==> src/rtl/snapshot_frame_tx_if.sv <==
`default_nettype none
// ============================================================================
// Module      : snapshot_frame_tx_if
// Description : Byte stream valid/ready channel from the snapshot framer to
//               the debug UART transmitter.
// Revision    : 1.0 - initial release
// ============================================================================
interface snapshot_frame_tx_if #(
  parameter int N_BITS = 8
);
  logic              tx_valid;
  logic              tx_ready;
  logic [N_BITS-1:0] tx_data;

  // Framer side: offers bytes, sees the transmitter's ready.
  modport master (output tx_valid, output tx_data, input tx_ready);
  // Transmitter side: accepts bytes.
  modport slave  (input tx_valid, input tx_data, output tx_ready);
endinterface
`default_nettype wire

==> src/rtl/snapshot_frame_tx.sv <==
`default_nettype none
// ============================================================================
// Module      : snapshot_frame_tx
// Description : Captures up to N_CH pipeline-stage buses on a start pulse and
//               streams them as a framed byte sequence (header, mask, selected
//               channels LSB-first, XOR checksum) over valid/ready.
// Revision    : 1.0 - initial release
// ============================================================================
module snapshot_frame_tx #(
  parameter int              N_CH   = 4,
  parameter int              NB_CH  = 40,
  parameter int              N_BITS = 8,
  parameter logic [N_BITS-1:0] HEADER = 8'hA5
) (
  input  logic                    clock,
  input  logic                    reset,
  input  logic                    start_i,
  input  logic [N_CH-1:0]         ch_mask_i,
  input  logic [N_CH*NB_CH-1:0]   snapshot_i,
  snapshot_frame_tx_if.master     tx,
  output logic                    busy_o,
  output logic                    done_o
);

  localparam int NB_BYTES_CH = (NB_CH + 7) / 8;
  localparam int PAD_W       = NB_BYTES_CH * 8;
  localparam int BYTE_W      = (NB_BYTES_CH > 1) ? $clog2(NB_BYTES_CH) : 1;
  localparam int CH_W        = (N_CH > 1) ? $clog2(N_CH) : 1;
  localparam logic [BYTE_W-1:0] LAST_BYTE = BYTE_W'(NB_BYTES_CH - 1);

  localparam logic [2:0] S_IDLE     = 3'd0;
  localparam logic [2:0] S_HEADER   = 3'd1;
  localparam logic [2:0] S_MASK     = 3'd2;
  localparam logic [2:0] S_PAYLOAD  = 3'd3;
  localparam logic [2:0] S_CHECKSUM = 3'd4;
  localparam logic [2:0] S_DONE     = 3'd5;

  logic [2:0]            state_q, state_d;
  logic [N_CH*NB_CH-1:0] snap_q,  snap_d;
  logic [N_CH-1:0]       mask_q,  mask_d;
  logic [N_BITS-1:0]     csum_q,  csum_d;
  logic [CH_W-1:0]       ch_q,    ch_d;
  logic [BYTE_W-1:0]     byte_q,  byte_d;

  logic [NB_CH-1:0]      chan_sel;
  logic [PAD_W-1:0]      chan_pad;
  logic [N_BITS-1:0]     pay_byte;
  logic [N_BITS-1:0]     data;
  logic                  valid;
  logic                  xfer;
  logic                  first_found;
  logic                  next_found;
  logic [CH_W-1:0]       first_ch;
  logic [CH_W-1:0]       next_ch;

  assign valid  = (state_q == S_HEADER) || (state_q == S_MASK) ||
                  (state_q == S_PAYLOAD) || (state_q == S_CHECKSUM);
  assign xfer   = valid && tx.tx_ready;
  assign busy_o = valid;
  assign done_o = (state_q == S_DONE);

  assign tx.tx_valid = valid;
  assign tx.tx_data  = data;

  // Pick the current channel out of the latched snapshot and pad it to bytes.
  always_comb begin
    chan_sel = '0;
    for (int k = 0; k < N_CH; k++) begin
      if (int'(ch_q) == k) chan_sel = snap_q[k*NB_CH +: NB_CH];
    end
    chan_pad = PAD_W'(chan_sel);
  end

  // Byte of the current channel selected by the byte index (LSB first).
  always_comb begin
    pay_byte = '0;
    for (int b = 0; b < NB_BYTES_CH; b++) begin
      if (int'(byte_q) == b) pay_byte = chan_pad[b*8 +: 8];
    end
  end

  // Priority search for the lowest enabled channel overall and above ch_q.
  always_comb begin
    first_found = 1'b0;
    first_ch    = '0;
    next_found  = 1'b0;
    next_ch     = '0;
    for (int k = N_CH - 1; k >= 0; k--) begin
      if (mask_q[k]) begin
        first_found = 1'b1;
        first_ch    = CH_W'(k);
        if (k > int'(ch_q)) begin
          next_found = 1'b1;
          next_ch    = CH_W'(k);
        end
      end
    end
  end

  // Output byte multiplexer by frame section.
  always_comb begin
    case (state_q)
      S_HEADER:   data = HEADER;
      S_MASK:     data = N_BITS'(mask_q);
      S_PAYLOAD:  data = pay_byte;
      S_CHECKSUM: data = csum_q;
      default:    data = '0;
    endcase
  end

  // Frame sequencing: capture on start, advance only on accepted bytes.
  always_comb begin
    state_d = state_q;
    snap_d  = snap_q;
    mask_d  = mask_q;
    ch_d    = ch_q;
    byte_d  = byte_q;
    case (state_q)
      S_IDLE: begin
        if (start_i) begin
          state_d = S_HEADER;
          snap_d  = snapshot_i;
          mask_d  = ch_mask_i;
          ch_d    = '0;
          byte_d  = '0;
        end
      end
      S_HEADER: begin
        if (xfer) state_d = S_MASK;
      end
      S_MASK: begin
        if (xfer) begin
          if (first_found) begin
            state_d = S_PAYLOAD;
            ch_d    = first_ch;
            byte_d  = '0;
          end else begin
            state_d = S_CHECKSUM;
          end
        end
      end
      S_PAYLOAD: begin
        if (xfer) begin
          if (byte_q == LAST_BYTE) begin
            byte_d = '0;
            if (next_found) ch_d = next_ch;
            else            state_d = S_CHECKSUM;
          end else begin
            byte_d = byte_q + BYTE_W'(1);
          end
        end
      end
      S_CHECKSUM: begin
        if (xfer) state_d = S_DONE;
      end
      S_DONE:  state_d = S_IDLE;
      default: state_d = S_IDLE;
    endcase
  end

  // Running XOR of accepted bytes; stalls do not re-add the held byte.
  always_comb begin
    csum_d = csum_q;
    if ((state_q == S_IDLE) && start_i) csum_d = '0;
    else if (xfer)                     csum_d = csum_q ^ data;
  end

  // State and datapath registers with synchronous clear.
  always_ff @(posedge clock) begin
    if (reset) begin
      state_q <= S_IDLE;
      snap_q  <= '0;
      mask_q  <= '0;
      csum_q  <= '0;
      ch_q    <= '0;
      byte_q  <= '0;
    end else begin
      state_q <= state_d;
      snap_q  <= snap_d;
      mask_q  <= mask_d;
      csum_q  <= csum_d;
      ch_q    <= ch_d;
      byte_q  <= byte_d;
    end
  end

endmodule
`default_nettype wire

==> src/flat_wrapper.sv <==
// flat-port wrapper written by rule: the top's interface ports become plain ports
module snapshot_frame_tx_flat 
#(
  parameter int              N_CH   = 4,
  parameter int              NB_CH  = 40,
  parameter int              N_BITS = 8,
  parameter logic [N_BITS-1:0] HEADER = 8'hA5
)
  (clock, reset, start_i, ch_mask_i, snapshot_i, busy_o, done_o, tx_tx_valid, tx_tx_data, tx_tx_ready);
  snapshot_frame_tx_if #(.N_BITS(N_BITS)) tx_i ();
  input  logic clock;
  input  logic reset;
  input  logic start_i;
  input  logic [N_CH-1:0] ch_mask_i;
  input  logic [N_CH*NB_CH-1:0] snapshot_i;
  output logic busy_o;
  output logic done_o;
  output wire logic [$bits(tx_i.tx_valid)-1:0] tx_tx_valid;
  output wire logic [$bits(tx_i.tx_data)-1:0] tx_tx_data;
  input wire logic [$bits(tx_i.tx_ready)-1:0] tx_tx_ready;
  assign tx_tx_valid = tx_i.tx_valid;
  assign tx_tx_data = tx_i.tx_data;
  assign tx_i.tx_ready = tx_tx_ready;
  snapshot_frame_tx #(.N_CH(N_CH), .NB_CH(NB_CH), .N_BITS(N_BITS), .HEADER(HEADER)) u_core (.clock(clock), .reset(reset), .start_i(start_i), .ch_mask_i(ch_mask_i), .snapshot_i(snapshot_i), .tx(tx_i), .busy_o(busy_o), .done_o(done_o));
endmodule
==> config.mk <==
export PLATFORM = sky130hd
export DESIGN_NAME = snapshot_frame_tx_flat
export DESIGN_NICKNAME = d
export VERILOG_FILES = /design/src/rtl/snapshot_frame_tx_if.sv /design/src/rtl/snapshot_frame_tx.sv /design/src/flat_wrapper.sv
export SDC_FILE = /design/constraint.sdc
export NUM_CORES = 1
export LEC_CHECK = 0
export ABC_AREA = 1
export BUFFER_PORTS_ARGS = -buffer_cell sky130_fd_sc_hd__buf_2
export CAP_MARGIN = 0
export CORE_AREA = 10 10 134 136
export CTS_BUF_LIST = sky130_fd_sc_hd__clkbuf_8
export DETAILED_ROUTE_END_ITERATION = 10
export DIE_AREA = 0 0 144 146
export PLACE_DENSITY = 0.84
export SLEW_MARGIN = 10
export SYNTH_ARGS = -nofsm -noshare
export SYNTH_HDL_FRONTEND = slang
export SYNTH_SLANG_ARGS = --single-unit
==> constraint.sdc <==
create_clock -name clock -period 4.08 [get_ports clock]
set_input_delay 0.408 -clock clock [delete_from_list [all_inputs] [get_ports clock]]
set_output_delay 0.408 -clock clock [all_outputs]
set_load 0.02 [all_outputs]
Word-level counts from Yosys, hierarchy flattened
Index checks and enable logic that the tools add are counted.
- input bits: 168
- logic and storage cells: 99
- bits in registers: 180
- bitwise gates (word level): 1
- eq/ne operators: 22
- add/subtract/negate cells: 1
- order comparisons: 3
- multiplexer cells: 52
- reductions and logical operators: 14
- operators with widths (operator ; number):
    2-to-1 mux 40 bit ; 4
    2-to-1 mux 8 bit ; 5
    2-to-1 mux 3 bit ; 13
    2-to-1 mux 2 bit ; 16
    case mux 8 bit (4 select lines) ; 1
    equality test 3 bit, second input constant ; 6
    case mux 3 bit (5 select lines) ; 1
    AND reduction 7 bit ; 2
    inequality test 2 x 1 -> 1 bit, second input constant ; 6
    2-to-1 mux 1 bit ; 10
    equality test 3 x 2 -> 1 bit, second input constant ; 3
    case mux 3 bit (3 select lines) ; 1
    XOR 8 bit ; 1
    zero test 3 bit ; 2
    inequality test 2 bit, second input constant ; 3
    case mux 2 bit (3 select lines) ; 1
    AND reduction 5 bit ; 1
    equality test 2 bit, second input constant ; 2
    greater-than comparator 2 bit, first input constant ; 2
    adder 3 x 1 -> 3 bit, second input constant ; 1
    equality test 3 x 1 -> 1 bit, second input constant ; 1
    logical OR 1 bit ; 3
    nonzero test 3 bit ; 1
    equality test 2 x 1 -> 1 bit, second input constant ; 1
    other kinds (5) ; 6

Depth between registers and ports, before layout
- word-level depth: 12
- mapped depth: 19
- mapped depth without buffers: 19

Least setup slack after synthesis
No wires, ideal clock.
- path kind: register to output
- from: register u_core.byte_q[0]
- to: output tx_tx_data[0]
- cell stages (with the launch flop): 8
- data arrival time: 1624 ps
- required time: 3672 ps
- slack: 2048 ps
- buffers on the path: 0
- cell sequence: dfxtp_1 inv_1 ha_1 nand2_1 clkinv_1 nor2_1 nand2_1 nand2_1
- longest elaborated chain between the ends: 7
- ends and longest elaborated chain (element ; RTL line ; RTL):
    start, declared ; snapshot_frame_tx.sv:43 ; logic [BYTE_W-1:0] byte_q, byte_d;
    start signal, assigned ; snapshot_frame_tx.sv:183 ; byte_q <= byte_d;
    zero test 3 bit ; snapshot_frame_tx.sv:78 ; if (int'(byte_q) == b) pay_byte = chan_pad[b*8 +: 8];
    2-to-1 mux 8 bit (4 in series) ; snapshot_frame_tx.sv:78 ;
    2-to-1 mux 8 bit * ; snapshot_frame_tx.sv:78 ;
    case mux 8 bit (4 select lines) * ; snapshot_frame_tx.sv:102 ; case (state_q)
    end, declared ; flat_wrapper.sv:19 ; output wire logic [$bits(tx_i.tx_data)-1:0] tx_tx_data;
Mark *: on every way between the ends. The rest lies on a longest branch, timed or not.

Worst setup path in the final report
- from: register u_core.ch_q[1]
- to: output tx_tx_data[5]
- longest elaborated chain between the ends: 11
- ends and longest elaborated chain (element ; RTL line ; RTL):
    start, declared ; snapshot_frame_tx.sv:42 ; logic [CH_W-1:0] ch_q, ch_d;
    start signal, assigned ; snapshot_frame_tx.sv:182 ; ch_q <= ch_d;
    zero test 2 bit ; snapshot_frame_tx.sv:69 ; if (int'(ch_q) == k) chan_sel = snap_q[k*NB_CH +: NB_CH];
    2-to-1 mux 40 bit (3 in series) ; snapshot_frame_tx.sv:69 ;
    2-to-1 mux 40 bit * ; snapshot_frame_tx.sv:69 ;
    2-to-1 mux 8 bit (4 in series) ; snapshot_frame_tx.sv:78 ;
    2-to-1 mux 8 bit * ; snapshot_frame_tx.sv:78 ;
    case mux 8 bit (4 select lines) * ; snapshot_frame_tx.sv:102 ;
Marks and branches as above.

==> metrics.md <==
| Metric | Value |
|---|---|
| Worst-path cell chain | buf_4, nand2_4, inv_2, nand2_1, nand2_1, nand2_1, nand2_1, nand2_1, nand2_1, nand2_1, nand2_1, nand2_1, nand2_1, nand2_1, nand2_1, buf_2 |
| Vias in the first global route | 7821 |
| Tmin final | 3.373 ns |
| ANT nets after route | 0 |
| Switch Pwr | 3123 uW |
| IO Pins | 179 |
| Tcrit/Tclk final | 82.67% |
| Seq pwr share | 35.1% |
| CP bufs+invs | 3 |
| Post-layout instance area | 0.009499 mm2 |
| Avg Cell Area, Syn | 7.198 um2 |
| CP delay by family, top | simple AND/OR/NAND/NOR gates |
| Clk_skew | 0.01014 ns |
| GPL Wtd Cong | 0.9678 |
| Synth Cell Area | 0.008205 mm2 |
| Worst path slowest cell | inv_2 |
| Placed inst area | 0.009054 mm2 |
| Tot Pwr | 6938 uW |
| Syn Nets | 1313 |
| CTS buffer count | 17 |
| Post-Route Setup TNS | 0 ns |
| Switching Share | 45.01% |
| Post-CTS resize count | 0 |
| Status | finished, final reports clean |
| Grt total ovfl | 0 |
| Max-cap violations | 0 |
| Final nets | 1435 |
| Worst Setup EP | tx_tx_data[5] |
| Final Max Slew Viols | 0 |
| CTS tree | done |
| DP HPWL | 19560 um |
| Worst VDD drop | 0.3088 mV |
| RSZ-0062 raised after global routing | no |
| WL per Instance | 17.96 um |
| Crit path launch type | flip-flop |
| Worst-Skew Late Latency | 0.48 ns |
| Stages on worst setup path | 16 |
| Pwr Density | 730.3 mW/mm2 |
| Root Driver | clkbuf_8 |
| H-tree levels | 4 |
| Clock share of power | 19.1% |
| Die H | 146 um |
| Relative slew slack | 38.29% |
| #FFs+latches synth | 180 |
| Data arrival, critical path | 2.96 ns |
| DIE AREA | 0.02102 mm2 |
| Largest net degree at the start of global routing | 91 |
| Power share of the combinational group | 45.8% |
| Worst-Margin Slew | 0.9257 ns |
| Port Buffers | 178 |
| Setup bufs post-CTS | 0 |
| Critical Path End Type | output port |
| Max Buffers Root-to-Sink | 2 |
| Starting DRT DRC Count | 1160 |
| Worst Reg-to-Reg Cells | 16 |
| First-pass DRT Iterations | 6 |
| LEAKAGE | 0.003969 uW |
| Worst Hold Depth | 3 |
| DR vias | 8407 |
| Post-synthesis cell count | 1140 |
| Initial antenna violation count | 1 |
| Area Growth Syn to Fin | 15.77% |
| Critical Path RT | 3.67 ns |
| Crit-path max cell delay | 0.47 ns |
| GR Util All Layers | 24.52% |
| DRC | 0 |
| Worst Setup SP | u_core.ch_q[1] |
| Hold-fix buffer count after cts | 0 |
| Internal power | 3815 uW |
| Reg clk slew, reported paths | 0.09 ns |
| Row cnt | 46 |
| DR vias/cell | 5.727 |
| RR Endpoint | u_core.csum_q[6] |
| Worst hold path type | primary input to flip-flop |
| Most used cell, CP | nand2_1 |
| Kind of critical path | flip-flop to output port |
| Num Clock Sinks | 180 |
| Warning count from the yosys run | 0 |
| Register area share after synthesis | 43.92% |
| First-pass GRT wire length | 41120 um |
| Internal reg-to-reg setup slack | 1.47 ns |
| Final setup vio count | 0 |
| Synth cell types | 36 |
| Core Area | 0.01548 mm2 |
| Starting Density | 53.00% |
| Hold slack | 0.1908 ns |
| Die X-Extent | 144 um |
| DRT Wirelength | 26360 um |
| Fmax | 296.5 MHz |
| Hold Fails Final Rpt | 0 |
| Share of cells above drive strength 1 | 18.90% |
| Critical path fanouts, max | 28 |
| R2R Path Start | u_core.ch_q[1] |
[synthesized netlist by cell type]
cell type,n,share of area [%]
nor2_4,2,0.27
nor3_2,1,0.12
o221ai_1,18,1.9
dfxtp_1,180,44
inv_4,1,0.076
nor2_1,25,1.1
clkbuf_2,1,0.061
o21ai_0,132,8.1
a221oi_1,4,0.43
buf_6,2,0.27
a21oi_1,206,13
clkinv_1,1,0.046
nand3_1,107,6.5
nor3_1,4,0.24
nor2_2,3,0.23
o2111ai_1,1,0.11
a31oi_1,9,0.69
a211oi_1,4,0.37
ha_1,5,0.76
inv_2,4,0.18
buf_4,5,0.46
o211ai_1,8,0.73
buf_2,17,1.0
o31ai_2,1,0.15
buf_8,2,0.37
o22ai_1,10,0.76
o21ai_1,10,0.61
nand2_4,2,0.27
clkbuf_1,56,2.6
nand2_2,3,0.23
inv_6,1,0.11
and2_1,1,0.076
buf_1,2,0.092
nand2_1,202,9.2
a2111oi_4,1,0.34
inv_1,109,5.0
[sequential cells by signal, indices dropped and copies added (netlist names)]
register / count
u_core.snap_q: 160
u_core.csum_q: 8
u_core.mask_q: 4
u_core.byte_q: 3
u_core.state_q: 3
u_core.ch_q: 2
[cell type report]
type                    instances  area (um2)
clock buffers                  20       275.3
multi-input cells             759        3776
inverters                     116       442.9
well taps                     192       240.2
diodes                          1       2.502
flip-flops and latches        180        3603
clock inverters                12       167.7
fillers                      1414        5983
repair buffers                188       991.0
[worst min-delay path, stage by stage]
cell and delay, ns:
buf_2 0.09, nand3_1 0.07, a21oi_1 0.06
[metal layers]
layer  GRT usage (%)  up-vias  wire length, um
li1                -     4108                -
met1           34.15     3861            11430
met2           36.08      384            11840
met3           6.430       54             2473
met4           7.354        0              613
met5               0        -                0
[power groups by stage]
stage | logic, uW | registers (uW) | clock network (uW)
final | 3180 | 2440 | 1320
after CTS | 3120 | 2420 | 1340
after global placement | 3060 | 2450 | 0
after global routing | 3540 | 2470 | 1410
after detailed placement | 3090 | 2460 | 0
after floorplan | 2420 | 2350 | 0
[logic make-up after synthesis]
group,after synthesis,synth area share [%]
AND/OR/NAND/NOR,350,18.36
AO/OA/AOI/OAI,404,26.72
adder cells (fa/ha/maj),5,0.7624
buffers and inverters,201,10.25
flip-flops,180,43.92
[per-stage QoR]
step | worst slack (ns) | utilization, % | std cells
3_5_place_dp | 1.320 | 58.48 | 1435
3_3_place_gp | 1.383 | 58.48 | 1435
4_1_cts | 0.7827 | 61.34 | 1467
2_1_floorplan | 2.048 | - | 1140
6_report | 0.7071 | 61.35 | 1468
5_1_grt | 0.4689 | 61.35 | 1468
[placed cells by master (no fill, tap or decap), types with 4 or more instances in the layout]
cell type | synthesis | layout
o211ai_1 | 8 | 8
nand2_1 | 202 | 201
inv_2 | 4 | 4
inv_6 | 1 | 5
a21oi_1 | 206 | 206
a211oi_1 | 4 | 4
o221ai_1 | 18 | 18
o21ai_1 | 10 | 10
ha_1 | 5 | 5
nor2_1 | 25 | 24
inv_1 | 109 | 108
dfxtp_1 | 180 | 180
nor3_1 | 4 | 4
clkinv_4 | 0 | 4
clkbuf_8 | 0 | 20
a221oi_1 | 4 | 4
a31oi_1 | 9 | 9
o22ai_1 | 10 | 10
buf_4 | 5 | 8
buf_2 | 17 | 178
o21ai_0 | 132 | 132
nand3_1 | 107 | 107
[how the worst min path moves through the flow]
stage,endpoint,startpoint,slack (ns)
floorplan,u_core.snap_q[45],u_core.snap_q[45],0.42
global placement,u_core.snap_q[66],u_core.snap_q[66],0.45
detailed placement,u_core.snap_q[141],u_core.snap_q[141],0.45
CTS,u_core.snap_q[23],snapshot_i[23],0.17
global route,u_core.snap_q[81],snapshot_i[81],0.17
finish,u_core.snap_q[81],snapshot_i[81],0.19
(Power assumes the default switching activity.)
